`config.mk`:
```
export PLATFORM = sky130hd
export DESIGN_NAME = regfile_2r1w_sb
export DESIGN_NICKNAME = d
export VERILOG_FILES = /design/src/rtl/regfile_2r1w_sb.sv
export SDC_FILE = /design/constraint.sdc
export NUM_CORES = 2
export LEC_CHECK = 0
export ABC_AREA = 1
export BUFFER_PORTS_ARGS = -buffer_cell sky130_fd_sc_hd__buf_2
export CAP_MARGIN = 20
export CELL_PAD_IN_SITES_DETAIL_PLACEMENT = 1
export CELL_PAD_IN_SITES_GLOBAL_PLACEMENT = 2
export CORE_MARGIN = 2
export CORE_UTILIZATION = 39
export DETAILED_ROUTE_END_ITERATION = 10
export PLACE_DENSITY_LB_ADDON = 0.15
export SLEW_MARGIN = 20
export SYNTH_ARGS = -nofsm -noshare
export SYNTH_HDL_FRONTEND = slang
export SYNTH_SLANG_ARGS = --single-unit
```
`constraint.sdc`:
```
create_clock -name clk -period 11.8 [get_ports clk]
set_input_delay 1.18 -clock clk [delete_from_list [all_inputs] [get_ports clk]]
set_output_delay 1.18 -clock clk [all_outputs]
set_load 0.02 [all_outputs]
```
`src/rtl/regfile_2r1w_sb.sv`:
```
// Purpose: 2-read/1-write register file with write-through bypass and a per-register pending scoreboard.
// Latency: reads and busy flags are combinational; writes, pending bits and pend_cnt update on the rising clk edge.
// Backpressure: none; every write and issue presented is accepted on the edge.
module regfile_2r1w_sb #(
    parameter int DATA_W = 32,
    parameter int ADDR_W = 5
) (
    input  logic              clk,
    input  logic              rst_n,
    input  logic [ADDR_W-1:0] ra1,
    input  logic [ADDR_W-1:0] ra2,
    output logic [DATA_W-1:0] rd1,
    output logic [DATA_W-1:0] rd2,
    input  logic              we,
    input  logic [ADDR_W-1:0] wa,
    input  logic [DATA_W-1:0] wd,
    input  logic              iss_valid,
    input  logic [ADDR_W-1:0] iss_dst,
    output logic              busy1,
    output logic              busy2,
    output logic              busy_dst,
    output logic [ADDR_W:0]   pend_cnt
);

    localparam int NREG = 1 << ADDR_W;

    logic [NREG-1:0][DATA_W-1:0] regs_q, regs_d;
    logic [NREG-1:0]             pend_q, pend_d;
    logic [ADDR_W:0]             pend_cnt_q, pend_cnt_d;

    logic wr_hit;
    logic iss_hit;

    assign wr_hit  = we && (wa != '0);
    assign iss_hit = iss_valid && (iss_dst != '0);

    // Set is applied after clear so a same-register issue keeps the new producer outstanding.
    always_comb begin
        regs_d = regs_q;
        pend_d = pend_q;
        if (wr_hit) begin
            regs_d[wa] = wd;
            pend_d[wa] = 1'b0;
        end
        if (iss_hit) begin
            pend_d[iss_dst] = 1'b1;
        end
        regs_d[0] = '0;
        pend_d[0] = 1'b0;
    end

    always_comb begin
        pend_cnt_d = '0;
        for (int i = 0; i < NREG; i++) begin
            pend_cnt_d = pend_cnt_d + {{ADDR_W{1'b0}}, pend_d[i]};
        end
    end

    always_ff @(posedge clk or negedge rst_n) begin
        if (!rst_n) begin
            regs_q     <= '0;
            pend_q     <= '0;
            pend_cnt_q <= '0;
        end else begin
            regs_q     <= regs_d;
            pend_q     <= pend_d;
            pend_cnt_q <= pend_cnt_d;
        end
    end

    always_comb begin
        rd1 = regs_q[ra1];
        rd2 = regs_q[ra2];
        if (wr_hit && (wa == ra1)) begin
            rd1 = wd;
        end
        if (wr_hit && (wa == ra2)) begin
            rd2 = wd;
        end
        if (ra1 == '0) begin
            rd1 = '0;
        end
        if (ra2 == '0) begin
            rd2 = '0;
        end
    end

    // A same-cycle writeback releases the read hazard together with the bypass.
    assign busy1    = pend_q[ra1] & ~(we && (wa == ra1));
    assign busy2    = pend_q[ra2] & ~(we && (wa == ra2));
    assign busy_dst = pend_q[iss_dst];
    assign pend_cnt = pend_cnt_q;

endmodule

```
==> impl_results.md <==
* CTS clk-pin slew, worst paths at ~0.060 ns
* Most common cell in the netlist: nand2_1
* WP data required at between 10 and 15 ns
* Worst Setup Start Kind: input pin
* Leak at 32.2 nW
* 1st-iter DRT viols at 6,155
* FF-to-FF setup slack at 6.68 ns
* First-pass GRT wire length at about 450,000 um
* RSZ-0062 raised after global routing: false
* Flip-flop and latch count after synthesis at between 1,000 and 1,500
* Nets at about 9,000
* Max cap viols at 0
* Die Span X at 401 um
* Fraction of layout cells with a size suffix above 1 at 0.0603
* Final setup margin at approximately 5 ns
* I/O Buffers at between 100 and 150
* Clock Tree Buf Depth at 3
* Final WL at around 300,000 um
* Worst Skew at ~0.014 ns
* R2R depth at 17
* Final core utilization at 0.428
* Vias in the first global route at ~65,000
* Post-synth EDFFs at 0
* Post-cts repair resize count at 0
* Max VDD drop at slightly below 0.9 mV
* DRC Markers at 0
* Initial antenna violation count at 21
* Synth top area share at 0.419
* Die Span Y at 401 um
* TritonCTS buffer count at 133
* Hold Crit Class: input pin to asynchronous set/reset pin
* Die ar. at about 160,000 um^2
* Routed Antenna Nets at 0
* Worst slack, placed at roughly 4.6 ns
* WHS at 0.406 ns
* Sequential cell area fraction in the yosys report at 0.419
* Post-DP HPWL at between 150,000 and 200,000 um
* Hold-fix buffers at CTS at 0
* Area grow syn2layout at 9.10%
* Setup TNS at 0 ns
* Non-filler cells in the finished layout at 11,000
* Total congestion overflow at 0
* Final Slew Violations at 0
* Clock root buffer: clkbuf_16
* Critical setup path kind: input pin to output port
* Synthesized cell area at about 61,000 um^2
* Leading area contributor after synthesis: dfrtp_1
* Reg2reg end: pend_cnt[4]$_DFF_PN0_
* TritonCTS clock tree: yes
* Post-CTS Setup Inserts at 0
* Dominant cells by area after synthesis: dfrtp_1 (42%), nand2_1 (20%), nand3_1 (11%)
* GRT Overall Usage at 0.373
* Dpl cells at 10,800
* Post-synthesis net count at slightly above 9,000
* Worst EP arrival at 5.61 ns
* Via density at roughly 5.8
* Top_reg_cell synth: dfrtp_1
* Crit path capture type: output port
* Final worst-path cycle share at 0.575
* Post-synth top cells: nand2_1 (3,201), nand3_1 (1,290), dfrtp_1 (1,029), inv_1 (1,010), o21ai_0 (629)
* Final setup vio count at 0
* Achievable Freq at 147 MHz
* Initial core utilization at 0.393
* Final Critical Period at slightly below 7 ns
* Largest net degree at the start of global routing at 176
* Vias at between 60,000 and 70,000
* Pin slew with the least headroom to its limit at roughly 1.3 ns
* Synth cell types at 35
* Core Footprint at around 160,000 um^2
* Syn Area/Cell at 6.68 um^2
* Worst Path Max Fanout at about 110
* Status: completed
* H-tree depth at 4
* Worst skew pair latency at ~0.77 ns
* Mapped Cells at between 9,000 and 10,000
* # clock sinks at 1,029
* Cell area after placement at ~63,000 um^2
* # rows at ~150
* Final hold vios at 0
* Synth warn at 0
* RePlAce Congestion at around 0.9
* Fin area at 67,000 um^2
* Post-DR wirelength/cell at 27.4 um
* DR pass1 iterations at 6
* Worst R2R Start: pend_q[1]$_DFF_PN0_
* Ys async rst share at 1.00
* Power, Total at approximately 13 mW
* Slew margin rel. at 0.163
* Power Dens Cells at 194 nW/um^2
* Num ports at approximately 130
==> final cells by class <==
class	instances	area [um^2]
multi-input combinational	6393	28500
tap	2058	2570
antenna	12	30.0
sequential	1029	25700
clock buffer	205	4000
inverter	1041	3950
fill	20100	89400
clock inverter	29	363
timing repair buffer	255	1810
==> worst max-delay path, stage by stage <==
cell	delay, ns
buf_8	0.18
inv_8	0.63
buf_4	0.71
buf_4	0.76
buf_4	0.84
nand2_1	0.13
nand3_1	0.11
nand2_1	0.07
nand2_1	0.06
nand3_1	0.10
nand3_1	0.13
nand3_1	0.11
nand2_1	0.18
buf_2	0.20
==> layer usage <==
layer  vias up  track usage  share of wire
met2      2504        0.582           0.44
met3       624       0.0643          0.076
met4        12        0.174          0.053
li1      28200            -              -
met1     32400        0.505           0.43
met5         -            0        0.00025
==> report_power, final <==
group          internal, mW  leakage, nW  total (mW)  switching, mW
Clock                  2.46         2.15        4.18           1.71
Sequential             4.39         11.8        4.76          0.369
Combinational          1.36         18.2        4.05           2.69
Total                  8.21         32.2        13.0           4.78
==> worst max path at each step <==
stage | start | endpoint | cells past startpoint
6_report | ra2[0] | rd2[11] | 14
5_1_grt | ra2[0] | rd2[15] | 14
4_1_cts | ra2[0] | rd2[15] | 14
3_5_place_dp | wa[3] | pend_cnt[4]$_DFF_PN0_ | 23
3_3_place_gp | wa[1] | pend_cnt[4]$_DFF_PN0_ | 23
2_1_floorplan | wa[3] | pend_cnt[4]$_DFF_PN0_ | 22
==> flip-flops by register name, indices dropped and copies added, names as in the netlist <==
register / count
pend_cnt: 6
pend_q: 31
regs_q: 992
==> placed cells by master, fill, tap and decap left out, types with 2 or more instances in the layout <==
cell type,n
a21oi_1,166
buf_12,12
buf_2,118
buf_4,119
buf_8,5
bufinv_16,6
clkbuf_1,36
clkbuf_16,137
clkbuf_8,32
clkinv_1,2
clkinv_2,16
clkinv_8,4
dfrtp_1,1029
diode_2,12
fa_1,23
ha_1,7
inv_1,1007
inv_2,21
inv_4,3
inv_6,8
inv_8,3
nand2_1,3198
nand2_2,3
nand3_1,1290
nand4_1,16
nor2_1,445
nor2_2,2
nor2_4,35
nor3_1,13
nor3_2,2
o211ai_1,122
o21ai_0,629
o21ai_1,376
o22ai_1,39
or2_2,11
xnor2_1,3
xor2_1,5
==> cell families (layout without fill, tap and decap cells) <==
group | after synthesis | after routing | synth area share
DFF | 1029 | 1029 | 0.419
and+or+nand+nor | 5018 | 5018 | 0.336
adders and majority gates | 30 | 30 | 0.00892
buffers and inverters | 1768 | 1530 | 0.120
AOI/OAI and AO/OA | 1337 | 1337 | 0.115
xor gates and xnor gates | 8 | 8 | 0.00114
other | 0 | 12 | 0
Note: power is estimated with default switching activity, not from simulation.
